**config.mk**
```make
export PLATFORM = sky130hd
export DESIGN_NAME = fib_sweep_seq
export DESIGN_NICKNAME = d
export VERILOG_FILES = /design/src/rtl/fib_seq_pkg.sv /design/src/rtl/fib_seq_bcd_idx.sv /design/src/rtl/fib_sweep_seq.sv
export SDC_FILE = /design/constraint.sdc
export NUM_CORES = 1
export LEC_CHECK = 0
export ABC_AREA = 1
export CAP_MARGIN = 0
export CELL_PAD_IN_SITES_DETAIL_PLACEMENT = 1
export CELL_PAD_IN_SITES_GLOBAL_PLACEMENT = 1
export CORE_MARGIN = 10
export CORE_UTILIZATION = 40
export DETAILED_ROUTE_END_ITERATION = 7
export PLACE_DENSITY_LB_ADDON = 0.1
export SLEW_MARGIN = 20
export SYNTH_ARGS = -nofsm -noshare
export SYNTH_HDL_FRONTEND = slang
export SYNTH_SLANG_ARGS = --single-unit
```
**constraint.sdc**
```tcl
create_clock -name i_clk -period 3.85 [get_ports i_clk]
set_input_delay 0.9625 -clock i_clk [delete_from_list [all_inputs] [get_ports i_clk]]
set_output_delay 0.9625 -clock i_clk [all_outputs]
set_load 0.01 [all_outputs]
```
**src/rtl/fib_seq_pkg.sv**
```systemverilog
// Shared types and BCD helpers for the Fibonacci sweep sequencer.
// The index is a two-digit BCD value.
package fib_seq_pkg;

  typedef enum logic [2:0] {
    S_IDLE,
    S_WAIT_RDY,
    S_START,
    S_WAIT_DONE,
    S_HOLD
  } state_t;

  typedef logic [3:0] bcd_digit_t;

  typedef struct packed {
    bcd_digit_t d1;
    bcd_digit_t d0;
  } bcd2_t;

  localparam bcd_digit_t BCD_MAX_DIGIT = 4'd9;

  function automatic logic bcd2_is_valid(bcd2_t v);
    return (v.d1 <= BCD_MAX_DIGIT) &&
           (v.d0 <= BCD_MAX_DIGIT);
  endfunction

  function automatic bcd2_t bcd2_inc(bcd2_t v);
    bcd2_t r;
    r = v;
    if (v.d0 == BCD_MAX_DIGIT) begin
      r.d0 = '0;
      r.d1 = v.d1 + 4'd1;
    end else begin
      r.d0 = v.d0 + 4'd1;
    end
    return r;
  endfunction

endpackage

```
**src/rtl/fib_seq_bcd_idx.sv**
```systemverilog
// Loadable two-digit BCD index with increment and a compare
// against the latched last index.
module fib_seq_bcd_idx
  import fib_seq_pkg::*;
(
  input  logic  clk_i,
  input  logic  rst_i,
  input  logic  load_i,
  input  logic  inc_i,
  input  bcd2_t lo_i,
  input  bcd2_t hi_i,
  output bcd2_t idx_o,
  output logic  eq_hi_o
);

  bcd2_t idx_q, idx_d;
  bcd2_t hi_q, hi_d;

  always_comb begin
    idx_d = idx_q;
    hi_d  = hi_q;
    if (load_i) begin
      idx_d = lo_i;
      hi_d  = hi_i;
    end else if (inc_i) begin
      idx_d = bcd2_inc(idx_q);
    end
  end

  always_ff @(posedge clk_i or posedge rst_i) begin
    if (rst_i) begin
      idx_q <= '0;
      hi_q  <= '0;
    end else begin
      idx_q <= idx_d;
      hi_q  <= hi_d;
    end
  end

  assign idx_o   = idx_q;
  assign eq_hi_o = (idx_q == hi_q);

endmodule

```
**src/rtl/fib_sweep_seq.sv**
```systemverilog
// Sweep sequencer: walks a BCD index range, requests each Fibonacci
// value from the responder and holds the result for display.
module fib_sweep_seq
  import fib_seq_pkg::*;
#(
  parameter int HOLD_CYC    = 50_000_000,
  parameter int TIMEOUT_CYC = 1_000_000
) (
  input  logic       i_clk,
  input  logic       i_rst,
  input  logic       i_go,
  input  logic       i_abort,
  input  logic [3:0] i_lo_bcd1,
  input  logic [3:0] i_lo_bcd0,
  input  logic [3:0] i_hi_bcd1,
  input  logic [3:0] i_hi_bcd0,
  output logic       o_start,
  output logic [3:0] o_amt_bcd1,
  output logic [3:0] o_amt_bcd0,
  input  logic       i_ready,
  input  logic       i_done,
  input  logic [3:0] i_res_bcd3,
  input  logic [3:0] i_res_bcd2,
  input  logic [3:0] i_res_bcd1,
  input  logic [3:0] i_res_bcd0,
  output logic [3:0] o_res_bcd3,
  output logic [3:0] o_res_bcd2,
  output logic [3:0] o_res_bcd1,
  output logic [3:0] o_res_bcd0,
  output logic [3:0] o_idx_bcd1,
  output logic [3:0] o_idx_bcd0,
  output logic       o_res_valid,
  output logic       o_busy,
  output logic       o_sweep_done,
  output logic       o_cfg_err,
  output logic       o_timeout
);

  localparam int HW = (HOLD_CYC > 1) ? $clog2(HOLD_CYC) : 1;
  localparam int TW = (TIMEOUT_CYC > 1) ? $clog2(TIMEOUT_CYC) : 1;
  localparam logic [HW-1:0] HOLD_LAST = HW'(HOLD_CYC - 1);
  localparam logic [TW-1:0] TMO_LAST  = TW'(TIMEOUT_CYC - 1);

  state_t state_q, state_d;
  logic [HW-1:0] hcnt_q, hcnt_d;
  logic [TW-1:0] tcnt_q, tcnt_d;
  logic [15:0] res_q;
  bcd2_t ridx_q;
  logic rvld_q, sdone_q, cerr_q, tmo_q;

  bcd2_t lo, hi, idx;
  logic eq_hi, busy, rng_ok;
  logic go_req, go_ok, go_bad;
  logic capture, tmo_evt, hold_end, last_hold;

  assign lo     = '{d1: i_lo_bcd1, d0: i_lo_bcd0};
  assign hi     = '{d1: i_hi_bcd1, d0: i_hi_bcd0};
  assign busy   = (state_q != S_IDLE);
  assign rng_ok = bcd2_is_valid(lo) && bcd2_is_valid(hi) &&
                  (lo <= hi);

  assign go_req  = !busy && i_go && !i_abort;
  assign go_ok   = go_req && rng_ok;
  assign go_bad  = go_req && !rng_ok;
  // Abort beats capture and timeout in the same cycle.
  assign capture = (state_q == S_WAIT_DONE) && i_done && !i_abort;
  assign tmo_evt = (state_q == S_WAIT_DONE) && !i_done &&
                   (tcnt_q == TMO_LAST) && !i_abort;
  assign hold_end  = (hcnt_q == HOLD_LAST);
  assign last_hold = (state_q == S_HOLD) && hold_end && !i_abort;

  fib_seq_bcd_idx u_idx (
    .clk_i   (i_clk),
    .rst_i   (i_rst),
    .load_i  (go_ok),
    .inc_i   (last_hold && !eq_hi),
    .lo_i    (lo),
    .hi_i    (hi),
    .idx_o   (idx),
    .eq_hi_o (eq_hi)
  );

  always_ff @(posedge i_clk or posedge i_rst) begin
    if (i_rst) state_q <= S_IDLE;
    else       state_q <= state_d;
  end

  always_comb begin
    state_d = state_q;
    if (busy && i_abort) begin
      state_d = S_IDLE;
    end else begin
      unique case (state_q)
        S_IDLE:      if (go_ok)   state_d = S_WAIT_RDY;
        S_WAIT_RDY:  if (i_ready) state_d = S_START;
        S_START:     state_d = S_WAIT_DONE;
        S_WAIT_DONE: begin
          if (capture)      state_d = S_HOLD;
          else if (tmo_evt) state_d = S_IDLE;
        end
        S_HOLD: begin
          if (last_hold)
            state_d = eq_hi ? S_IDLE : S_WAIT_RDY;
        end
        default:     state_d = S_IDLE;
      endcase
    end
  end

  always_comb begin
    o_start    = (state_q == S_START) && !i_abort;
    o_busy     = busy;
    o_amt_bcd1 = '0;
    o_amt_bcd0 = '0;
    if (state_q == S_WAIT_RDY || state_q == S_START ||
        state_q == S_WAIT_DONE) begin
      o_amt_bcd1 = idx.d1;
      o_amt_bcd0 = idx.d0;
    end
  end

  // The timeout count starts in START so it spans o_start to i_done.
  always_comb begin
    tcnt_d = '0;
    hcnt_d = '0;
    if (state_q == S_START || state_q == S_WAIT_DONE)
      tcnt_d = tcnt_q + TW'(1);
    if (state_q == S_HOLD)
      hcnt_d = hcnt_q + HW'(1);
  end

  always_ff @(posedge i_clk or posedge i_rst) begin
    if (i_rst) begin
      hcnt_q  <= '0;
      tcnt_q  <= '0;
      res_q   <= '0;
      ridx_q  <= '0;
      rvld_q  <= 1'b0;
      sdone_q <= 1'b0;
      cerr_q  <= 1'b0;
      tmo_q   <= 1'b0;
    end else begin
      hcnt_q  <= hcnt_d;
      tcnt_q  <= tcnt_d;
      rvld_q  <= capture;
      sdone_q <= last_hold && eq_hi;
      if (capture) begin
        res_q  <= {i_res_bcd3, i_res_bcd2, i_res_bcd1, i_res_bcd0};
        ridx_q <= idx;
      end
      if (go_bad)       cerr_q <= 1'b1;
      else if (go_ok)   cerr_q <= 1'b0;
      if (tmo_evt)      tmo_q  <= 1'b1;
      else if (go_ok)   tmo_q  <= 1'b0;
    end
  end

  assign {o_res_bcd3, o_res_bcd2, o_res_bcd1, o_res_bcd0} = res_q;
  assign o_idx_bcd1   = ridx_q.d1;
  assign o_idx_bcd0   = ridx_q.d0;
  assign o_res_valid  = rvld_q;
  assign o_sweep_done = sdone_q;
  assign o_cfg_err    = cerr_q;
  assign o_timeout    = tmo_q;

endmodule

```
==> results of run 1 <==
## path summary, 6_finish.rpt
path / start / to / slack [ns] / cells past startpoint
setup / recovery: i_abort / o_start / 0.68 / 3
hold / removal: tcnt_q[0] / tcnt_q[0] / 0.48 / 1
setup reg to reg: state_q[2] / res_q[13] / 1.75 / 7
hold reg to reg: tcnt_q[0] / tcnt_q[0] / 0.48 / 1
max in group asynchronous: i_rst / u_idx.idx_o[1] / 2.00 / 3
min in group asynchronous: i_rst / o_res_valid / 1.07 / 2
## final cells by class
type | count | area (um2) | area share [%]
multi-input combinational | 476 | 2360 | 37.6
sequential | 93 | 2330 | 37.1
timing repair buffer | 78 | 786 | 12.5
inverter | 80 | 302 | 4.80
clock buffer | 12 | 246 | 3.93
tap | 168 | 210 | 3.35
clock inverter | 4 | 47.5 | 0.757
## kinds of logic (layout without fill, tap and decap cells)
| kind of cell | Yosys count | after routing | share of synthesized area [%] |
|---|---|---|---|
| adders and majority gates | 11 | 11 | 2.73 |
| AOI/OAI and AO/OA | 76 | 76 | 8.12 |
| and+or+nand+nor | 368 | 368 | 32.4 |
| buffers and inverters | 89 | 174 | 6.91 |
| DFF | 93 | 93 | 46.2 |
| xor gates and xnor gates | 21 | 21 | 3.65 |
## registers in the layout (all words and copies together) (netlist names)
name and count:
hcnt_q 26, tcnt_q 20, res_q 16, u_idx.hi_q 8, u_idx.idx_o 8, o_idx_bcd0 4, o_idx_bcd1 4, state_q 3
o_cfg_err 1, o_res_valid 1, o_sweep_done 1, o_timeout 1
## where the power goes
part / switching [mW] / leakage, nW / internal (mW)
Combinational: 0.497 / 1.42 / 0.444
Sequential: 0.131 / 1.26 / 1.14
Clock: 0.386 / 0.143 / 0.520
Total: 1.01 / 2.83 / 2.11
## cell usage after synthesis (all sizes together)
library cell | count | share of area (%)
nand2 | 189 | 14
dfrtp | 93 | 46
nor2 | 93 | 7.8
inv | 80 | 6.0
o21ai | 38 | 3.8
nand3 | 29 | 3.3
nor3 | 27 | 3.0
a21oi | 25 | 2.5
nand4 | 15 | 1.9
ha | 11 | 2.7
xnor2 | 11 | 1.9
xor2 | 10 | 1.7
clkbuf | 5 | 0.37
a31oi | 4 | 0.50
buf | 4 | 0.57
nor3b | 4 | 0.60
or2 | 4 | 0.50
a211oi | 3 | 0.45
nand3b | 3 | 0.45
nor4 | 2 | 0.25
o211ai | 2 | 0.30
o21a | 2 | 0.30
a221oi | 1 | 0.17
and2 | 1 | 0.12
and3 | 1 | 0.12
o21bai | 1 | 0.15
## layer usage
metal	up-vias	global-route usage (%)	routed length [um]
met5	-	0	0
met1	2256	21.1	6810
met3	19	3.16	453
met2	73	28.6	7210
met4	0	5.87	218
li1	2269	-	-
==> metrics.txt, run 1 <==
# TYPE chip_impl_metric gauge
chip_impl_metric{name="tightest_slew",unit="ns"} 0.810
chip_impl_metric{name="layout-drive-gt1-share",unit="%"} 6.59
chip_impl_metric{name="number_of_buffers_inserted_by_hold_repair_at_cts",unit=""} 0
chip_impl_info{name="layout_common_cells",value="185 x sky130_fd_sc_hd__nand2_1, 93 x sky130_fd_sc_hd__dfrtp_1, 83 x sky130_fd_sc_hd__nor2_1"} 1
chip_impl_metric{name="power.total",unit="mW"} 3.12
chip_impl_info{name="setup_repair_after_global_routing_missed_its_margin",value="false"} 1
chip_impl_metric{name="crit_path_max_incr_delay",unit="ns"} 0.57
chip_impl_metric{name="dp_hpwl",unit="um"} 11300
chip_impl_metric{name="synth.yosys.seq_area_share",unit="%"} 46.2
chip_impl_metric{name="post_dp_cell_area",unit="um2"} 5990
chip_impl_metric{name="syn_area",unit="um2"} 5040
chip_impl_info{name="start_kind",value="input pin"} 1
chip_impl_metric{name="antenna_cells_inserted",unit=""} 0
chip_impl_metric{name="ios",unit=""} 76
chip_impl_metric{name="clock_tree.buffer_depth",unit=""} 2
chip_impl_metric{name="max-vdd-ir-drop",unit="mV"} 0.222
chip_impl_metric{name="antenna_found_initial",unit=""} 0
chip_impl_metric{name="critical_path_required",unit="ns"} 2.89
chip_impl_metric{name="power.leakage",unit="nW"} 2.83
chip_impl_info{name="status",value="completed"} 1
chip_impl_metric{name="slew_viols_final",unit=""} 0
chip_impl_metric{name="globalRouteTotalUtil",unit="%"} 16.9
chip_impl_metric{name="routed_wl",unit="um"} 14700
chip_impl_metric{name="numCtsBuffers",unit=""} 9
chip_impl_metric{name="die_ht",unit="um"} 132
chip_impl_metric{name="fin_tns_setup",unit="ns"} 0
chip_impl_metric{name="cts_setup_buffers",unit=""} 0
chip_impl_metric{name="worst_hold_slack",unit="ns"} 0.476
chip_impl_metric{name="mappedNetlistNets",unit=""} 707
chip_impl_metric{name="grt_pass1_vias",unit=""} 4912
chip_impl_metric{name="first_pass_grt_wire_length",unit="um"} 24600
chip_impl_metric{name="place_inst",unit=""} 895
chip_impl_metric{name="core_utilization_of_the_finished_layout",unit="%"} 51.6
chip_impl_metric{name="peak_fanout_along_the_critical_path",unit=""} 5
chip_impl_metric{name="layout.cell_area.non_filler",unit="um2"} 6280
chip_impl_metric{name="fp.coreArea",unit="um2"} 12200
chip_impl_metric{name="drt_drc_violations_left",unit=""} 0
chip_impl_metric{name="dr_total_vias",unit=""} 4617
chip_impl_metric{name="final_setup_skew",unit="ns"} 0.00804
chip_impl_metric{name="insertion_delay",unit="ns"} 0.35
chip_impl_metric{name="drt_first_pass_iters",unit=""} 4
chip_impl_metric{name="cts_sinks",unit=""} 93
chip_impl_metric{name="antenna_violating_nets_post_route",unit=""} 0
chip_impl_metric{name="period_minus_slack",unit="ns"} 3.17
chip_impl_metric{name="hold_viol",unit=""} 0
chip_impl_info{name="cts_root_buffer",value="sky130_fd_sc_hd__clkbuf_16"} 1
chip_impl_metric{name="grt_start_max_net_pins",unit=""} 45
chip_impl_metric{name="worst_ep_arrival_time",unit="ns"} 2.21
chip_impl_metric{name="drv_cap",unit=""} 0
chip_impl_metric{name="initial_utilization",unit="%"} 41.4
chip_impl_metric{name="die_x",unit="um"} 132
chip_impl_metric{name="area.growth.synth_to_final",unit="%"} 24.7
chip_impl_metric{name="worst_slack",unit="ns"} 0.679
chip_impl_info{name="critical-path-top-delay-family",value="buffers and inverters"} 1
chip_impl_metric{name="fin_nets",unit=""} 787
chip_impl_metric{name="worst_slew_margin_rel",unit="%"} 46.0
chip_impl_metric{name="wl_per_cell",unit="um"} 16.1
chip_impl_metric{name="post_cts_resized",unit=""} 0
chip_impl_metric{name="floorplan.rows",unit=""} 40
chip_impl_info{name="setup.worst_path.end_class",value="output pin"} 1
chip_impl_info{name="worstPathCellList",value="clkdlybuf4s50_1, nor3_1, clkdlybuf4s50_1"} 1
chip_impl_metric{name="number_of_register_bits_inferred_by_synthesis",unit=""} 93
chip_impl_metric{name="port_buffers",unit=""} 75
chip_impl_info{name="hold_class",value="reg2reg"} 1
chip_impl_metric{name="place_congestion",unit=""} 0.839
chip_impl_metric{name="ys.warnings.count",unit=""} 0
chip_impl_metric{name="clock_edge_transition_at_the_registers_on_the_reported_setup_and_hold_paths",unit="ns"} 0.06
chip_impl_metric{name="avgViaCountPerCell",unit=""} 5.07
chip_impl_metric{name="ys_types",unit=""} 36
chip_impl_metric{name="die-area",unit="um2"} 17500
chip_impl_metric{name="synthesis.instances",unit=""} 658
chip_impl_metric{name="p_per_area",unit="nW/um2"} 497
chip_impl_metric{name="fillers",unit=""} 1548
chip_impl_metric{name="drtIter0Drc",unit=""} 232
chip_impl_info{name="most_frequent_cell_on_the_critical_path",value="sky130_fd_sc_hd__clkdlybuf4s50_1"} 1
chip_impl_metric{name="instances_no_fill",unit=""} 911
chip_impl_metric{name="pre_cts_ws",unit="ns"} 0.607
chip_impl_metric{name="overflow",unit=""} 0
chip_impl_info{name="cts_tree",value="yes"} 1
chip_impl_metric{name="cts_htree_levels",unit=""} 3
chip_impl_metric{name="maxClockFrequency",unit="MHz"} 315
chip_impl_info{name="cp_slowest_cell",value="sky130_fd_sc_hd__clkdlybuf4s50_1"} 1
chip_impl_metric{name="post_synth.cell_area_avg",unit="um2"} 7.65
chip_impl_info{name="layout.cells.most_common",value="sky130_fd_sc_hd__nand2_1"} 1
chip_impl_metric{name="period_share",unit="%"} 82.4
chip_impl_info{name="path_class",value="in2out"} 1
chip_impl_metric{name="setup_viol_count_final",unit=""} 0
chip_impl_metric{name="critPathBufInv",unit=""} 2
(Power assumes the default switching activity.)
==> run 2: changes to the inputs <==
--- a/config.mk
+++ b/config.mk
@@ -10,7 +10,7 @@
 export CELL_PAD_IN_SITES_DETAIL_PLACEMENT = 1
 export CELL_PAD_IN_SITES_GLOBAL_PLACEMENT = 1
 export CORE_MARGIN = 10
-export CORE_UTILIZATION = 40
+export CORE_UTILIZATION = 36
 export DETAILED_ROUTE_END_ITERATION = 7
 export PLACE_DENSITY_LB_ADDON = 0.1
 export SLEW_MARGIN = 20
==> constraint.sdc (replaced) <==
create_clock -name i_clk -period 2.7 [get_ports i_clk]
set_input_delay 0.675 -clock i_clk [delete_from_list [all_inputs] [get_ports i_clk]]
set_output_delay 0.675 -clock i_clk [all_outputs]
set_load 0.01 [all_outputs]
==> run 2 against run 1 <==
Against the previous run:
- final area is 1.9% higher
- setup slack worse by 0.59 ns
- critical path depth unchanged
- highest routed layer unchanged
- largest power group unchanged
- via count shrank 1.8%
- flip-flop and latch count unchanged
==> metrics.txt, run 2 (synthesis results as in run 1) <==
# TYPE chip_impl_metric gauge
chip_impl_info{name="status",value="completed"} 1
chip_impl_metric{name="clock_edge_transition_at_the_registers_on_the_reported_setup_and_hold_paths",unit="ns"} 0.06
chip_impl_info{name="r2r-start",value="tcnt_q[0]"} 1
chip_impl_metric{name="peak_fanout_along_the_critical_path",unit=""} 2
chip_impl_metric{name="drt_first_pass_iters",unit=""} 4
chip_impl_metric{name="routed_wl",unit="um"} 14200
chip_impl_info{name="cts_tree",value="yes"} 1
chip_impl_metric{name="worst_r2r_setup_slack",unit="ns"} 0.70
chip_impl_metric{name="cts_setup_buffers",unit=""} 0
chip_impl_info{name="timing.critical_path.to",value="o_start"} 1
chip_impl_metric{name="port_buffers",unit=""} 75
chip_impl_info{name="worstPathCellList",value="clkdlybuf4s50_1, nor3_2, clkdlybuf4s50_1"} 1
chip_impl_info{name="setup.worst_path.end_class",value="output pin"} 1
chip_impl_metric{name="worst_hold_slack",unit="ns"} 0.466
chip_impl_info{name="layout.cells.most_common",value="sky130_fd_sc_hd__nand2_1"} 1
chip_impl_metric{name="die-area",unit="um2"} 19100
chip_impl_metric{name="p_per_area",unit="nW/um2"} 717
chip_impl_metric{name="wl_per_cell",unit="um"} 15.2
chip_impl_metric{name="max-vdd-ir-drop",unit="mV"} 0.313
chip_impl_info{name="cts_root_buffer",value="sky130_fd_sc_hd__clkbuf_16"} 1
chip_impl_metric{name="antenna_found_initial",unit=""} 0
chip_impl_metric{name="power.total",unit="mW"} 4.59
chip_impl_metric{name="period_minus_slack",unit="ns"} 2.62
chip_impl_metric{name="avgViaCountPerCell",unit=""} 4.88
chip_impl_info{name="rr_endpoint",value="tcnt_q[16]"} 1
chip_impl_metric{name="worst_slew_margin_rel",unit="%"} 65.6
chip_impl_metric{name="drtIter0Drc",unit=""} 245
chip_impl_metric{name="floorplan.rows",unit=""} 43
chip_impl_metric{name="die_ht",unit="um"} 138
chip_impl_metric{name="overflow",unit=""} 0
chip_impl_metric{name="die_x",unit="um"} 138
chip_impl_metric{name="crit_path_max_incr_delay",unit="ns"} 0.57
chip_impl_metric{name="grt_pass1_vias",unit=""} 4863
chip_impl_metric{name="grt_start_max_net_pins",unit=""} 94
chip_impl_metric{name="dr_total_vias",unit=""} 4536
chip_impl_metric{name="place_congestion",unit=""} 0.852
chip_impl_metric{name="cts_sinks",unit=""} 93
chip_impl_metric{name="first_pass_grt_wire_length",unit="um"} 24500
chip_impl_metric{name="initial_utilization",unit="%"} 36.6
chip_impl_info{name="largestRegisters",value="hcnt_q: 26 flops, tcnt_q: 20 flops, res_q: 16 flops"} 1
chip_impl_info{name="cp_slowest_cell",value="sky130_fd_sc_hd__clkdlybuf4s50_1"} 1
chip_impl_metric{name="cts_htree_levels",unit=""} 3
chip_impl_metric{name="ios",unit=""} 76
chip_impl_metric{name="tightest_slew",unit="ns"} 0.515
chip_impl_info{name="largest-register",value="hcnt_q"} 1
chip_impl_metric{name="area.growth.synth_to_final",unit="%"} 27.1
chip_impl_info{name="start_kind",value="input pin"} 1
chip_impl_metric{name="instances_no_fill",unit=""} 929
chip_impl_metric{name="globalRouteTotalUtil",unit="%"} 15.0
chip_impl_metric{name="worst_ep_arrival_time",unit="ns"} 1.94
chip_impl_info{name="path_class",value="in2out"} 1
chip_impl_metric{name="critical_path_required",unit="ns"} 2.03
chip_impl_metric{name="final_setup_skew",unit="ns"} 0.00862
chip_impl_info{name="layout_common_cells",value="185 x sky130_fd_sc_hd__nand2_1, 93 x sky130_fd_sc_hd__dfrtp_1, 83 x sky130_fd_sc_hd__nor2_1"} 1
chip_impl_metric{name="fp.coreArea",unit="um2"} 13800
chip_impl_metric{name="slew_viols_final",unit=""} 0
chip_impl_metric{name="power.leakage",unit="nW"} 2.87
chip_impl_metric{name="fin_nets",unit=""} 793
chip_impl_metric{name="drv_cap",unit=""} 0
chip_impl_info{name="most_frequent_cell_on_the_critical_path",value="sky130_fd_sc_hd__clkdlybuf4s50_1"} 1
chip_impl_metric{name="maxClockFrequency",unit="MHz"} 382
chip_impl_metric{name="largest_reg_flops",unit=""} 26
chip_impl_metric{name="number_of_buffers_inserted_by_hold_repair_at_cts",unit=""} 0
chip_impl_metric{name="layout-drive-gt1-share",unit="%"} 7.74
chip_impl_metric{name="period_share",unit="%"} 96.9
chip_impl_info{name="setup_repair_after_global_routing_missed_its_margin",value="false"} 1
chip_impl_metric{name="setup_viol_count_final",unit=""} 0
chip_impl_metric{name="antenna_violating_nets_post_route",unit=""} 0
chip_impl_metric{name="dp_hpwl",unit="um"} 10900
chip_impl_info{name="beginning_of_the_critical_path",value="i_abort"} 1
chip_impl_metric{name="numCtsBuffers",unit=""} 9
chip_impl_metric{name="place_inst",unit=""} 913
chip_impl_metric{name="fin_tns_setup",unit="ns"} 0
chip_impl_info{name="hold_class",value="reg2reg"} 1
chip_impl_metric{name="hold_viol",unit=""} 0
chip_impl_metric{name="clock_tree.buffer_depth",unit=""} 2
chip_impl_metric{name="insertion_delay",unit="ns"} 0.35
chip_impl_metric{name="r2r_depth",unit=""} 10
chip_impl_metric{name="drt_drc_violations_left",unit=""} 0
chip_impl_metric{name="core_utilization_of_the_finished_layout",unit="%"} 46.5
chip_impl_metric{name="antenna_cells_inserted",unit=""} 0
[run 2: cell types whose count changed in the layout (fill, tap and decap cells not counted), sizes merged]
cell,delta
clkinv,-2
buf,+6
clkbuf,-2
inv,+2
bufinv,+1
clkinvlp,+1
[run 2: worst max-delay path, delay by kind of cell]
kind | cells | cell delay, ns
buf+inv | 2 | 1.06
simple gates | 1 | 0.20
[run 2: layout make-up]
cell class / instances / area (um2)
tap: 180 / 225
inverter: 80 / 304
fill: 1728 / 7370
timing repair buffer: 84 / 843
sequential: 93 / 2330
clock buffer: 10 / 239
clock inverter: 6 / 93.8
multi-input combinational: 476 / 2370
[run 2: repair_timing]
item                                   in CTS  in global routing
endpoints found under the hold margin       0                  0
pin swaps                                   0                  1
setup endpoints to repair                   1                  1
resized for setup                           1                  0
[run 2: how the worst min path moves through the flow]
stage	start	cells past startpoint	slack, ns	to
final	tcnt_q[0]	1	0.47	tcnt_q[0]
after global routing	tcnt_q[0]	1	0.48	tcnt_q[0]
after CTS	tcnt_q[0]	1	0.47	tcnt_q[0]
after detailed placement	tcnt_q[0]	1	0.46	tcnt_q[0]
after global placement	tcnt_q[0]	1	0.45	tcnt_q[0]
after floorplan	tcnt_q[0]	1	0.43	tcnt_q[0]
[run 2: power breakdown]
part | switching, mW | internal (mW)
clock network | 0.578 | 0.845
registers | 0.184 | 1.63
logic | 0.708 | 0.643
[run 2: through the flow]
stage / setup slack, ns / instance area (um2)
3_3_place_gp: -0.0754 / 6060
4_1_cts: 0.0215 / 6400
5_1_grt: 0.0257 / 6400
3_5_place_dp: -0.0651 / 6060
6_report: 0.0836 / 6400
2_1_floorplan: 0.754 / 5040
[run 2: per-layer routing]
metal	wire (um)	track usage (%)
met1	7000	19.7
met2	6640	24.9
met3	343	2.36
met4	185	4.50
met5	0	0
